File: config.mk
export PLATFORM = sky130hd
export DESIGN_NAME = if_fetch
export DESIGN_NICKNAME = d
export VERILOG_FILES = /design/src/rtl/if_fetch_pkg.sv /design/src/rtl/if_fifo.sv /design/src/rtl/if_fetch.sv
export SDC_FILE = /design/constraint.sdc
export NUM_CORES = 1
export LEC_CHECK = 0
export CAP_MARGIN = 25
export CORE_ASPECT_RATIO = 2
export CORE_MARGIN = 3
export CORE_UTILIZATION = 56
export DETAILED_ROUTE_END_ITERATION = 7
export HOLD_SLACK_MARGIN = 0.08
export PLACE_DENSITY = 0.85
export SYNTH_ARGS = -nofsm -noshare
export SYNTH_HDL_FRONTEND = slang
export SYNTH_SLANG_ARGS = --single-unit
File: constraint.sdc
create_clock -name clk -period 3.8 [get_ports clk]
set_clock_uncertainty 0.15 [all_clocks]
set_input_delay 0.95 -clock clk [delete_from_list [all_inputs] [get_ports clk]]
set_output_delay 0.95 -clock clk [all_outputs]
set_load 0.005 [all_outputs]
File: src/rtl/if_fetch_pkg.sv
// Shared types and constants for the instruction-fetch stage.
package if_fetch_pkg;

    localparam int unsigned XLEN             = 32;
    localparam logic [31:0] RESET_PC_DEFAULT = 32'h0000_3000;
    localparam logic [31:0] WORD_ALIGN_MASK  = 32'hFFFF_FFFC;

    typedef enum logic [1:0] {
        IF_IDLE = 2'd0,
        IF_REQ  = 2'd1,
        IF_WAIT = 2'd2
    } if_state_e;

    // One buffered fetch: address of the instruction plus the word itself.
    typedef struct packed {
        logic [XLEN-1:0] pc;
        logic [XLEN-1:0] instr;
    } if_entry_t;

    function automatic logic [XLEN-1:0] word_align(input logic [XLEN-1:0] addr);
        return addr & WORD_ALIGN_MASK;
    endfunction

endpackage

File: src/rtl/if_fifo.sv
// Small synchronous instruction buffer with occupancy count and flush.
module if_fifo
    import if_fetch_pkg::*;
#(
    parameter  int unsigned DEPTH = 2,
    localparam int unsigned AW    = $clog2(DEPTH),
    localparam int unsigned CW    = AW + 1
) (
    input  logic          clk,
    input  logic          rst_n,
    input  logic          i_flush,
    input  logic          i_push,
    input  if_entry_t     i_wdata,
    input  logic          i_pop,
    output if_entry_t     o_head,
    output logic [CW-1:0] o_count
);

    if_entry_t     r_mem [DEPTH];
    logic [AW-1:0] r_wr_ptr;
    logic [AW-1:0] r_rd_ptr;
    logic [CW-1:0] r_count;
    logic          w_push;
    logic          w_pop;

    assign w_pop   = i_pop && (r_count != '0);
    assign w_push  = i_push && ((r_count != CW'(DEPTH)) || w_pop);
    assign o_head  = r_mem[r_rd_ptr];
    assign o_count = r_count;

    // Storage, pointers and count; flush empties without touching storage.
    always_ff @(posedge clk or negedge rst_n) begin
        if (!rst_n) begin
            r_mem    <= '{default: '0};
            r_wr_ptr <= '0;
            r_rd_ptr <= '0;
            r_count  <= '0;
        end else if (i_flush) begin
            r_wr_ptr <= '0;
            r_rd_ptr <= '0;
            r_count  <= '0;
        end else begin
            if (w_push) begin
                r_mem[r_wr_ptr] <= i_wdata;
                r_wr_ptr        <= r_wr_ptr + AW'(1);
            end
            if (w_pop) begin
                r_rd_ptr <= r_rd_ptr + AW'(1);
            end
            r_count <= r_count + CW'(w_push) - CW'(w_pop);
        end
    end

endmodule

File: src/rtl/if_fetch.sv
// Instruction fetch: owns the PC, issues one fetch at a time, buffers returned words.
module if_fetch
    import if_fetch_pkg::*;
#(
    parameter logic [XLEN-1:0] RESET_PC   = RESET_PC_DEFAULT,
    parameter int unsigned     FIFO_DEPTH = 2
) (
    input  logic            clk,
    input  logic            rst_n,
    output logic [XLEN-1:0] pc,
    input  logic [XLEN-1:0] npc,
    input  logic            redirect,
    output logic            imem_req,
    output logic [XLEN-1:0] imem_addr,
    input  logic            imem_gnt,
    input  logic            imem_rvalid,
    input  logic [XLEN-1:0] imem_rdata,
    output logic            if_valid,
    input  logic            if_ready,
    output logic [XLEN-1:0] if_instr,
    output logic [XLEN-1:0] if_pc
);

    localparam int unsigned CW = $clog2(FIFO_DEPTH) + 1;

    if_state_e       r_state;
    if_state_e       w_state_next;
    logic [XLEN-1:0] r_pc;
    logic [XLEN-1:0] r_req_pc;
    logic [XLEN-1:0] r_pend_pc;
    logic            r_pend_vld;
    logic            r_drop;
    logic [XLEN-1:0] w_target;
    logic            w_granted;
    logic            w_resp;
    logic            w_push;
    logic            w_pop;
    logic            w_credit;
    logic [CW-1:0]   w_count;
    logic [CW-1:0]   w_count_next;
    if_entry_t       w_wdata;
    if_entry_t       w_head;

    assign w_target     = word_align(npc);
    assign w_granted    = (r_state == IF_REQ) && imem_gnt;
    assign w_resp       = (r_state == IF_WAIT) && imem_rvalid;
    assign w_push       = w_resp && !r_drop && !redirect;
    assign w_pop        = if_valid && if_ready;
    assign w_count_next = redirect ? '0 : (w_count + CW'(w_push) - CW'(w_pop));
    // Decided only when nothing is outstanding, so this is the full credit test.
    assign w_credit     = w_count_next < CW'(FIFO_DEPTH);
    assign w_wdata      = {r_req_pc, imem_rdata};

    if_fifo #(
        .DEPTH (FIFO_DEPTH)
    ) u_fifo (
        .clk     (clk),
        .rst_n   (rst_n),
        .i_flush (redirect),
        .i_push  (w_push),
        .i_wdata (w_wdata),
        .i_pop   (w_pop),
        .o_head  (w_head),
        .o_count (w_count)
    );

    assign if_valid = (w_count != '0);
    assign if_instr = w_head.instr;
    assign if_pc    = w_head.pc;

    // FSM state register.
    always_ff @(posedge clk or negedge rst_n) begin
        if (!rst_n) begin
            r_state <= IF_IDLE;
        end else begin
            r_state <= w_state_next;
        end
    end

    // FSM next state: one request in flight, new request only with buffer credit.
    always_comb begin
        w_state_next = r_state;
        case (r_state)
            IF_IDLE: if (w_credit) w_state_next = IF_REQ;
            IF_REQ:  if (imem_gnt) w_state_next = IF_WAIT;
            IF_WAIT: if (imem_rvalid) w_state_next = w_credit ? IF_REQ : IF_IDLE;
            default: w_state_next = IF_IDLE;
        endcase
    end

    // FSM outputs: request held from assertion to grant with address from the PC.
    always_comb begin
        imem_req  = 1'b0;
        imem_addr = r_pc;
        pc        = r_pc;
        if (r_state == IF_REQ) imem_req = 1'b1;
    end

    // PC, redirect-pending target, request address capture and drop flag.
    always_ff @(posedge clk or negedge rst_n) begin
        if (!rst_n) begin
            r_pc       <= RESET_PC;
            r_req_pc   <= '0;
            r_pend_pc  <= '0;
            r_pend_vld <= 1'b0;
            r_drop     <= 1'b0;
        end else begin
            if (w_granted) begin
                r_req_pc   <= r_pc;
                r_pend_vld <= 1'b0;
                if (redirect) begin
                    r_pc <= w_target;
                end else if (r_pend_vld) begin
                    r_pc <= r_pend_pc;
                end else begin
                    r_pc <= r_pc + 32'd4;
                end
            end else if (redirect) begin
                if (r_state == IF_REQ) begin
                    r_pend_vld <= 1'b1;
                    r_pend_pc  <= w_target;
                end else begin
                    r_pc <= w_target;
                end
            end

            if (redirect && ((r_state == IF_REQ) || ((r_state == IF_WAIT) && !imem_rvalid))) begin
                r_drop <= 1'b1;
            end else if (w_resp) begin
                r_drop <= 1'b0;
            end
        end
    end

endmodule

# After elaboration in Yosys (flattened, before gate mapping)
# Index checks and enable logic that the tools add are counted.
# word_totals
ramBits	0
regBits	230
elab_cells	90
n_memories	0
latch_bits	0
mem_bits_ro	0
# classes
n_mul	0
bitwise	4
eq_ne	7
order_cmp	4
n_div	0
addsub	7
reduce_logical	27
n_shift	0
mux	28
# op_table
cell	n
$mux 64	4
$mux 32	5
$bwmux 128	1
$demux 64 s1	1
$add 32x3->32 const B	1
$reduce_bool 2->1	6
$mux 1	11
$logic_and 1x1->1	10
$mux 2	5
$ne 2x2->1 const B	5
$pmux 2 s3	1
$reduce_and 2->1	3
$reduce_and 3->1	2
$add 2x1->2	2
$ge 2x2->1 const B	2
$not 1->2	2
$sub 2x1->2	2
$logic_not 1->1	3
$add 1x1->1 const B	2
$eq 2x1->1 const B	1
$eq 2x2->1 const B	1
$logic_not 2->1	1
$logic_or 1x1->1	2
$lt 2x1->1 const B	1
2 further kinds	3

# Depth between registers and ports, before layout
# Gate-level depths: netlist of the first run.
# depth
depth_word	11
mapped_depth	8
ltp_nobuf	7

# By module
# Synthesis of the first run repeated with hierarchy kept, for this count alone.
# unflattened
cells_unflattened	804
area_unflattened_um2	10736.5
# by_module_without_submodules
module	area_per_inst_um2	cells_each	n_inst	seq_area_each_um2
if_fifo	5910.7	362	1	3303.2
if_fetch	4825.9	442	1	2354.8

# Worst setup path before layout of the first run
# No wires, ideal clock.
# synth_path
path_type	input-to-reg
startpoint	input port redirect
endpoint	register u_fifo.r_mem[0] in the netlist's numbering
slack_ns	1.236
n_path_buf	3
t_arrival_ns	2.289
required_ns	3.525
cell_stages	8
setup_time_ns	0.125
cell_sequence	buf_2 > inv_2 > nand4_1 > a21oi_2 > and2_1 > buf_2 > buf_4 > mux2_2
# synth_between
elab_chain_cells	4
word_cells_on_any_way	5
# synth_lines
item	line	rtl
from (decl)	if_fetch.sv:12	input logic redirect,
$logic_not 1->1	if_fetch.sv:47	assign w_push = w_resp && !r_drop && !redirect;
$logic_and 1x1->1	if_fetch.sv:47	
$logic_and 1x1->1	if_fifo.sv:27	assign w_push = i_push && ((r_count != CW'(DEPTH)) || w_pop);
$reduce_and 2->1 (no line) (*)	n/a	
to (signal, indexed assignment)	if_fifo.sv:44	r_mem[r_wr_ptr] <= i_wdata;
to (decl)	if_fifo.sv:19	if_entry_t r_mem [DEPTH];
# Mark *: on every way between the ends. The rest lies on a longest branch, timed or not.
# A chain may end at the register's enable or synchronous reset.

# Final worst setup path of the first run
# layout_path
startpoint	register u_fifo.r_rd_ptr
endpoint	output port if_instr[31]
# layout_between
elab_chain_cells	4
# layout_lines
item	line	rtl
from (decl)	if_fifo.sv:21	logic [AW-1:0] r_rd_ptr;
from (signal assigned)	if_fifo.sv:48	r_rd_ptr <= r_rd_ptr + AW'(1);
$not 1->2 (not written as such)	if_fifo.sv:28	assign o_head = r_mem[r_rd_ptr];
$mux 64 (not written as such) (3 in a row)	if_fifo.sv:28	
to (decl)	if_fetch.sv:20	output logic [XLEN-1:0] if_instr,
# No other way between the ends. The select of a mux whose other input is x is not followed.

==> flow_summary_export.csv, run 1 <==
group,metric,value,unit
run_status,run_status,"finished clean",
global_route,grt_pass1_wl,37730,um
drt,first_pass_iters,4,
clock_network,clk_latency,490,ps
cells_and_area,area_growth,24.69,%
sta,fin_crit,3485,ps
min_path,hold_class,"input pin to asynchronous set/reset pin",
pwr,p_switching,3.104,mW
sta,finalSetupViolations,0,
sta,tightest_slew,767.3,ps
die,die_area,20410,um^2
setup_path,crit_chain,"buf_4 -> mux2_2 -> clkdlybuf4s50_1",
sta,fmax,0.2869,GHz
setup_path,cp_max_fo,20,
synthesis,synth_warnings,0,
clock_network,numCtsBuffers,20,
setup_path,critical_path.top_delay_family,"buffers and inverters",
synthesis,synthArstFlopShare,100.0,%
drt,met2_length,12860,um
setup_path,slowest_delay,710,ps
sta,finalSetupTns,0,ps
cells_and_area,layout.nets,1033,
synthesis,ys_ff_latch,222,
drt,top_layer_used,"met4",
global_route,antenna_found_initial,0,
clock_network,cts_buffer_depth,3,
cells_and_area,num-fill-cells,1248,
global_route,first_global_vias,7416,
drt,wl_met1,8848,um
cells_and_area,regArea,5559,um^2
sta,post-route-period-util,91.72,%
drt,drt_wl_total,23930,um
pwr,peakVddDrop,0.0006762,V
setup_path,cp-start-kind,"register",
clock_network,cts.sinks,222,
setup_path,worstSetupPathType,"register to primary output",
synthesis,ys_types,57,
drt,wire_per_inst,20.14,um
place,dpl.hpwl,16820,um
drt,ant_nets,0,
drt,wl_met3,1073,um
clock_network,postCtsResizedCells,0,
setup_path,worst_ep_arrival_time,2390,ps
die,core,18310,um^2
pwr,powerDensity,750.2,nW/um^2
drt,route.detailed.drc,0,
cells_and_area,multi_input_area,4344,um^2
pwr,p_int,6.656,mW
die,die-height,199.0,um
setup_path,cp_data_required_time,2700,ps
setup_path,slowest_stage,"dfrtp_2",
pwr,pwr-share-clk,20.4,%
pwr,seqPwrFrac,41.0,%
cells_and_area,antenna_cells,0,
clock_network,postCtsSetupBuffers,0,
sta,hold_viol_final,0,
clock_network,htreeDepth,1,
setup_path,cp_num_buf_inv,2,
place,numPortBuffers,191,
cells_and_area,final_util,71.07,%
drt,viasPerCell,5.907,
sta,final-max-slew-violation-count,0,
cells_and_area,drive_gt1_share,32.00,%
global_route,grt_max_degree,85,
synthesis,syn-mean-instance-area,13.03,um^2
pwr,pwr-share-comb,38.6,%
sta,rsz0062_at_grt,"false",
pwr,p_total,9.760,mW
sta,worst_hold_slack,315.8,ps
drt,drt_iter0_markers,304,
synthesis,synth-seq-area-share,53.27,%
setup_path,critPathCaptureType,"primary output",
die,io_pins,200,
pwr,power.leakage,5.721,nW
synthesis,synth_edf_count,0,
synthesis,synth_area,10430,um^2
pwr,switching_share,31.80,%
clock_network,cts_tree,"done",
global_route,gr-usage-all-layers,23.40,%
die,rows,70,
synthesis,syn_inst,801,
clock_network,clk_pin_slew,70,ps
synthesis,synthFlopType,"dfrtp_1",
clock_network,cts_root_buf,"clkbuf_16",
place,gp_congestion,0.8981,
drt,vias,7018,
clock_network,hold_buffers,0,
global_route,grt_overflow,0,
sta,max_slew_margin,48.50,%
die,chipWidth,102.5,um
job,max_cap_viol_count,0,
die,start_util,57.00,%
[registers in the layout, summed over array words and instances, names as in the netlist]
signal,flops
r_pend_pc,30
u_fifo.o_count,2
imem_addr,30
u_fifo.r_mem,124
r_state,2
r_drop,1
u_fifo.r_rd_ptr,1
r_pend_vld,1
r_req_pc,30
u_fifo.r_wr_ptr,1
[path summary, 6_finish.rpt]
kind	end	from	slack, ps	depth (start not counted)
worst max-delay path	if_instr[31]	u_fifo.r_rd_ptr	310	3
worst min-delay path	u_fifo.r_mem[64]	rst_n	320	1
worst max register to register	imem_addr[30]	imem_addr[18]	1330	5
worst min register to register	u_fifo.r_mem[115]	u_fifo.r_mem[115]	340	1
max in group asynchronous	r_pend_pc[22]	rst_n	2380	2
min in group clk	u_fifo.r_mem[115]	u_fifo.r_mem[115]	340	1
[power groups by stage]
stage | Combinational, mW | Sequential, mW | Clock [mW]
detailed placement | 3.77 | 4.03 | 0
global route | 4.06 | 4.12 | 2.12
floorplan | 2.24 | 3.69 | 0
CTS | 3.80 | 3.99 | 2.03
finish | 3.77 | 4.00 | 1.99
global placement | 3.69 | 3.96 | 0
[cells by family after synthesis]
group           share of synthesized area, %
compound gates                         6.200
xor+xnor                               2.015
fa+ha+maj                             0.4797
buf+inv                                5.384
flops                                  53.27
mux                                    26.65
other cells                          0.03594
simple gates                           5.972
[layout by cell type, fill, tap and decap left out, drive strengths merged, types with 2 or more instances in the layout]
cell,count
a211oi,10
nor4,5
nand3,20
a222oi,2
or2,2
o21ai,21
dfrtp,220
o22ai,17
clkbuf,27
buf,23
a311oi,2
and3,11
a21oi,19
dfstp,2
a221oi,3
clkinv,6
nand2,15
and2,3
clkdlybuf4s50,190
mux2,246
a31oi,4
nand4,14
xor2,15
xnor2,9
inv,8
ha,4
conb,6
nand2b,3
o22a,2
or3,3
nor2b,4
o211ai,8
nor3,4
nor2,26
a22oi,6
[cell type report]
type                    instances  area share (%)
repair buffers                213           16.58
multi-input cells             494           33.39
clock inverters                 8          0.5482
clock buffers                  27           4.443
well taps                     216           2.077
inverters                       8          0.2308
flip-flops and latches        222           42.73
[synthesized netlist by cell type (2+ instances only)]
cell type,count,area share (%)
a211oi_1,9,0.65
a21oi_1,18,0.86
a221oi_1,3,0.25
a222oi_1,2,0.19
a22oi_1,6,0.43
a311oi_1,2,0.17
a31oi_1,4,0.24
and2_1,3,0.18
and3_1,11,0.66
buf_1,5,0.18
buf_2,10,0.48
buf_4,44,3.2
buf_6,6,0.65
clkbuf_1,16,0.58
dfrtp_1,220,53
dfstp_2,2,0.50
ha_1,4,0.48
inv_1,6,0.22
mux2_1,5,0.54
mux2_2,241,26
nand2_1,15,0.54
nand2b_1,3,0.18
nand3_1,19,0.91
nand4_1,13,0.78
nor2_1,26,0.94
nor2b_1,4,0.24
nor3_1,4,0.19
nor4_1,4,0.24
o211ai_1,8,0.58
o21ai_0,19,0.91
o22a_1,2,0.17
o22ai_1,17,1.0
or2_2,2,0.12
or3_1,3,0.18
xnor2_1,9,0.76
xor2_1,15,1.3
[per-layer routing]
metal | track usage, % | vias up
li1 | - | 3173
met1 | 27.17 | 3537
met2 | 41.80 | 238
met3 | 2.457 | 70
met4 | 11.68 | 0
met5 | 0 | -
[through the flow]
stage	area [um^2]	worst slack (ps)	instances
global placement	12360	612.2	1153
CTS	13010	254.5	1188
finish	13010	314.7	1188
detailed placement	12360	601.6	1153
floorplan	10450	1236	806
global route	13010	212.0	1188
No activity file was read; power rests on OpenSTA's default activity.
==> run 2, diff against run 1 <==
- CORE_MARGIN: 3 -> default
==> run 2 against run 1 <==
Against the previous run:
- the flow now finishes with violations (design-rule violations)
- global-route usage up 2.0 points
- clock power up 12%
- worst setup slack improved by 110 ps
- highest routed layer unchanged
- via count about the same
==> flow_summary_export.csv, run 2 (synthesis gave the netlist of run 1 again) <==
group,metric,value,unit
global_route,gr-usage-all-layers,25.36,%
cells_and_area,final_util,71.33,%
setup_path,crit_chain,"buf_12 -> mux2_2 -> clkdlybuf4s50_1",
setup_path,worstSetupPathType,"register to primary output",
place,dp_worst_setup_slack,481.5,ps
sta,finalSetupTns,0,ps
pwr,p_switching,3.107,mW
sta,fin_crit,3371,ps
die,io_pins,200,
setup_path,worst_ep_arrival_time,2270,ps
pwr,power.leakage,5.743,nW
cells_and_area,antenna_cells,0,
cells_and_area,layout_commonest_cell,"mux2_2",
sta,post-route-period-util,88.72,%
run_status,violations,"design-rule violations",
global_route,grt.met1_usage,28.49,%
clock_network,clk_latency,490,ps
global_route,first_global_vias,7447,
min_path,hold_class,"input pin to asynchronous set/reset pin",
setup_path,critPathCaptureType,"primary output",
global_route,grt_overflow,0,
clock_network,htreeDepth,1,
setup_path,slowest_stage,"dfrtp_2",
drt,ant_nets,0,
clock_network,cts_tree,"done",
sta,rsz0062_at_grt,"false",
global_route,grt_use_met3,2.971,%
run_status,run_status,"finished, violations left",
sta,fmax,0.2966,GHz
clock_network,postCtsSetupBuffers,0,
pwr,p_int,6.855,mW
cells_and_area,mostFrequentLayoutCells,"241 x mux2_2, 219 x dfrtp_1, 190 x clkdlybuf4s50_1",
die,die-height,195.0,um
sta,max_slew_margin,47.32,%
global_route,use_met2,46.50,%
die,die_area,19210,um^2
die,start_util,57.00,%
clock_network,cts_root_buf,"clkbuf_16",
pwr,pwr-share-clk,22.2,%
pwr,switching_share,31.19,%
clock_network,hold_buffers,0,
setup_path,cp-start-kind,"register",
pwr,powerDensity,762.9,nW/um^2
global_route,grt_max_degree,89,
drt,drt_iter0_markers,286,
drt,viasPerCell,5.917,
clock_network,clk_pin_slew,70,ps
cells_and_area,area_growth,25.15,%
cells_and_area,largest_reg_flops,124,
sta,timing.final.ws_setup,428.8,ps
setup_path,reg2regPathDepth,5,
sta,worst_hold_slack,320.1,ps
drt,first_pass_iters,8,
cells_and_area,layout.nets,1032,
sta,hold_viol_final,0,
setup_path,slowest_delay,590,ps
drt,drt_wl_total,23840,um
setup_path,r2r_end,"imem_addr[26]",
place,gp_congestion,0.9031,
clock_network,cts_buffer_depth,3,
drt,wire_per_inst,20.09,um
global_route,grt_pass1_wl,38520,um
pwr,pwr-share-comb,37.9,%
setup_path,cp_data_required_time,2700,ps
pwr,seqPwrFrac,39.9,%
die,core,18310,um^2
global_route,antenna_found_initial,0,
drt,route.detailed.drc,10,
cells_and_area,regMostFlops,"u_fifo.r_mem",
place,numPortBuffers,191,
global_route,busiest_layer,"met2",
setup_path,r2r_start,"imem_addr[6]",
clock_network,postCtsResizedCells,0,
sta,finalSetupViolations,0,
sta,tightest_slew,784.9,ps
place,dpl.hpwl,16620,um
clock_network,numCtsBuffers,20,
die,chipWidth,98.52,um
pwr,peakVddDrop,0.0005254,V
drt,vias,7024,
setup_path,reg2reg_slack,1410,ps
die,rows,70,
setup_path,cp_max_fo,38,
clock_network,cts.sinks,222,
sta,final-max-slew-violation-count,0,
cells_and_area,drive_gt1_share,32.13,%
job,max_cap_viol_count,0,
run 2: how the worst max path moves through the flow:
stage | from | endpoint | slack [ps]
finish | u_fifo.r_rd_ptr | if_pc[30] | 430
global route | u_fifo.r_rd_ptr | if_pc[30] | 380
CTS | u_fifo.r_rd_ptr | if_pc[30] | 400
detailed placement | redirect | u_fifo.r_mem[120] | 480
global placement | redirect | u_fifo.r_mem[69] | 530
floorplan | redirect | u_fifo.r_mem[0] | 1240
run 2: worst max-delay path: cells and delay by family, from the launching register on:
family / cells / cell delay [ps]
buffers and inverters: 2 / 800
DFF: 1 / 590
muxes: 1 / 370
run 2: layout make-up:
class                      count  area, um^2
tap                          216       270.3
sequential                   222        5559
timing repair buffer         212        2125
clock buffer                  25       570.5
multi-input combinational    494        4344
fill                        1235        5248
inverter                       8       30.03
clock inverter                10       158.9
run 2: power by group through the flow:
stage | Sequential [mW] | Combinational, mW | Clock (mW)
after floorplan | 3.69 | 2.24 | 0
after global placement | 3.94 | 3.68 | 0
after detailed placement | 4.00 | 3.77 | 0
after CTS | 3.97 | 3.80 | 2.27
after global routing | 4.09 | 4.05 | 2.35
final | 3.97 | 3.77 | 2.22
run 2: per-stage QoR:
| step | instances | power [mW] | cell area, um^2 |
|---|---|---|---|
| 3_5_place_dp | 1152 | 7.769 | 12330 |
| 5_1_grt | 1187 | 10.50 | 13060 |
| 3_3_place_gp | 1152 | 7.618 | 12330 |
| 4_1_cts | 1187 | 10.04 | 13060 |
| 2_1_floorplan | 806 | 5.934 | 10450 |
| 6_report | 1187 | 9.961 | 13060 |
run 2: metal layers:
layer	routed length [um]	up-vias
li1	-	3183
met1	8560	3518
met2	13110	261
met3	1131	62
met4	1043	0
met5	0	-
==> run 3, diff against run 2 <==
- REMOVE_ABC_BUFFERS: default -> 1
==> run 3 against run 2 <==
Against the previous run:
- the flow still finishes with violations (design-rule violations)
- largest cell class unchanged
- maximum frequency up 2.2%
- wire length is 4.3% higher
- critical endpoint is now if_pc[15]
- combinational power hardly changed
- register-to-register slack gained 20 ps
- final area rose by 0.53%
- sequential share of layout area down 0.22 points
- largest power group unchanged
==> flow_summary_export.csv, run 3 (synthesis gave the netlist of run 1 again) <==
group,metric,value,unit
run_status,run_status,"finished, violations left",
run_status,violations,"design-rule violations",
global_route,antenna_found_initial,1,
die,die_area,19210,um^2
cells_and_area,area_growth,25.81,%
sta,hold_viol_final,0,
setup_path,worst_ep_arrival_time,2200,ps
clock_network,cts.sinks,222,
pwr,switching_share,31.14,%
cells_and_area,multi_input_area,4345,um^2
pwr,pwr-share-comb,37.9,%
setup_path,cp_data_required_time,2700,ps
cells_and_area,regArea,5559,um^2
drt,ant_nets,0,
drt,wire_per_inst,20.84,um
global_route,grt_pass1_wl,39660,um
pwr,power.leakage,5.780,nW
pwr,p_total,10.01,mW
cells_and_area,final_util,71.71,%
global_route,first_global_vias,7605,
sta,finalSetupTns,0,ps
drt,drt_iter0_markers,377,
cells_and_area,mostFrequentLayoutCells,"241 x mux2_2, 219 x dfrtp_1, 190 x clkdlybuf4s50_1",
setup_path,crit_chain,"buf_4 -> mux2_2 -> clkdlybuf4s50_1",
clock_network,clk_pin_slew,70,ps
clock_network,htreeDepth,1,
setup_path,reg2reg_slack,1430,ps
die,rows,70,
setup_path,slowest_stage,"clkdlybuf4s50_1",
sta,final-max-slew-violation-count,0,
cells_and_area,num-fill-cells,1286,
cells_and_area,layout.nets,1037,
global_route,grt_max_degree,108,
pwr,p_switching,3.117,mW
clock_network,hold_buffers,0,
cells_and_area,stdcell_count,1194,
job,max_cap_viol_count,0,
setup_path,cp-start-kind,"register",
sta,finalSetupViolations,0,
die,die-height,195.0,um
pwr,pwr-share-clk,22.5,%
cells_and_area,regMostFlops,"u_fifo.r_mem",
clock_network,cts_tree,"done",
global_route,grt_overflow,0,
pwr,seqPwrFrac,39.6,%
pwr,p_int,6.893,mW
clock_network,numCtsBuffers,20,
place,gp_congestion,0.9211,
clock_network,postCtsResizedCells,0,
die,io_pins,200,
pwr,peakVddDrop,0.0005328,V
cells_and_area,drive_gt1_share,32.45,%
sta,rsz0062_at_grt,"false",
sta,fmax,0.3031,GHz
cells_and_area,finalInstanceArea,13130,um^2
setup_path,slowest_delay,470,ps
cells_and_area,layout_commonest_cell,"mux2_2",
min_path,hold_class,"input pin to asynchronous set/reset pin",
global_route,gr-usage-all-layers,26.37,%
die,chipWidth,98.52,um
drt,drt_wl_total,24880,um
place,dp.cells,1157,
setup_path,critPathCaptureType,"primary output",
drt,first_pass_iters,7,
drt,viasPerCell,6.054,
die,core,18310,um^2
place,placedInstanceArea,12380,um^2
drt,route.detailed.drc,10,
place,numPortBuffers,191,
clock_network,postCtsSetupBuffers,0,
cells_and_area,largest_reg_flops,124,
sta,post-route-period-util,86.81,%
clock_network,cts_root_buf,"clkbuf_16",
setup_path,worstSetupPathType,"register to primary output",
sta,max_slew_margin,43.51,%
clock_network,cts_buffer_depth,3,
place,dpl.hpwl,16950,um
sta,tightest_slew,847.4,ps
setup_path,cp_max_fo,35,
pwr,powerDensity,762.6,nW/um^2
sta,fin_crit,3299,ps
die,start_util,57.00,%
clock_network,clk_latency,490,ps
drt,vias,7229,
[run 3: per-layer routing]
| layer | wire length (um) | up-vias | track usage (%) |
|---|---|---|---|
| li1 | - | 3196 | - |
| met1 | 8877 | 3665 | 29.38 |
| met2 | 13640 | 292 | 48.77 |
| met3 | 1197 | 76 | 3.257 |
| met4 | 1160 | 0 | 13.21 |
| met5 | 0 | - | 0 |
[run 3: critical path: cells and delay by family (launching register included)]
family,cells,cell delay (ps)
flip-flops,1,360
buffers and inverters,2,900
multiplexers,1,420
[run 3: worst paths after layout]
check | endpoint | cells after the start | start
max | if_pc[15] | 3 | u_fifo.r_rd_ptr
min | u_fifo.r_mem[82] | 1 | rst_n
max reg2reg | imem_addr[21] | 5 | imem_addr[6]
min reg2reg | u_fifo.r_mem[66] | 1 | u_fifo.r_mem[66]
max in group asynchronous | imem_addr[12] | 2 | rst_n
min in group clk | u_fifo.r_mem[66] | 1 | u_fifo.r_mem[66]
[run 3: final cells by class]
cell class / instances / share of cell area [%]
Clock inverter: 8 / 1.087
Sequential cell: 222 / 42.35
Antenna cell: 1 / 0.01906
Inverter: 8 / 0.2288
Multi-Input combinational cell: 494 / 33.10
Clock buffer: 28 / 4.585
Timing Repair Buffer: 217 / 16.57
Tap cell: 216 / 2.059
[run 3: per-stage QoR]
step	hold WS, ps	setup WS [ps]
after global placement	313.4	453.6
after detailed placement	326.5	436.6
final	315.7	501.2
after CTS	343.9	484.6
after floorplan	304.2	-1094
after global routing	358.5	461.9
[run 3: power groups by stage]
stage          clock network, mW  logic [mW]  registers [mW]
2_1_floorplan                  0        1.83            3.83
3_5_place_dp                   0        3.78            3.99
5_1_grt                     2.38        4.06            4.07
6_report                    2.25        3.79            3.96
3_3_place_gp                   0        3.69            3.93
4_1_cts                     2.29        3.81            3.95
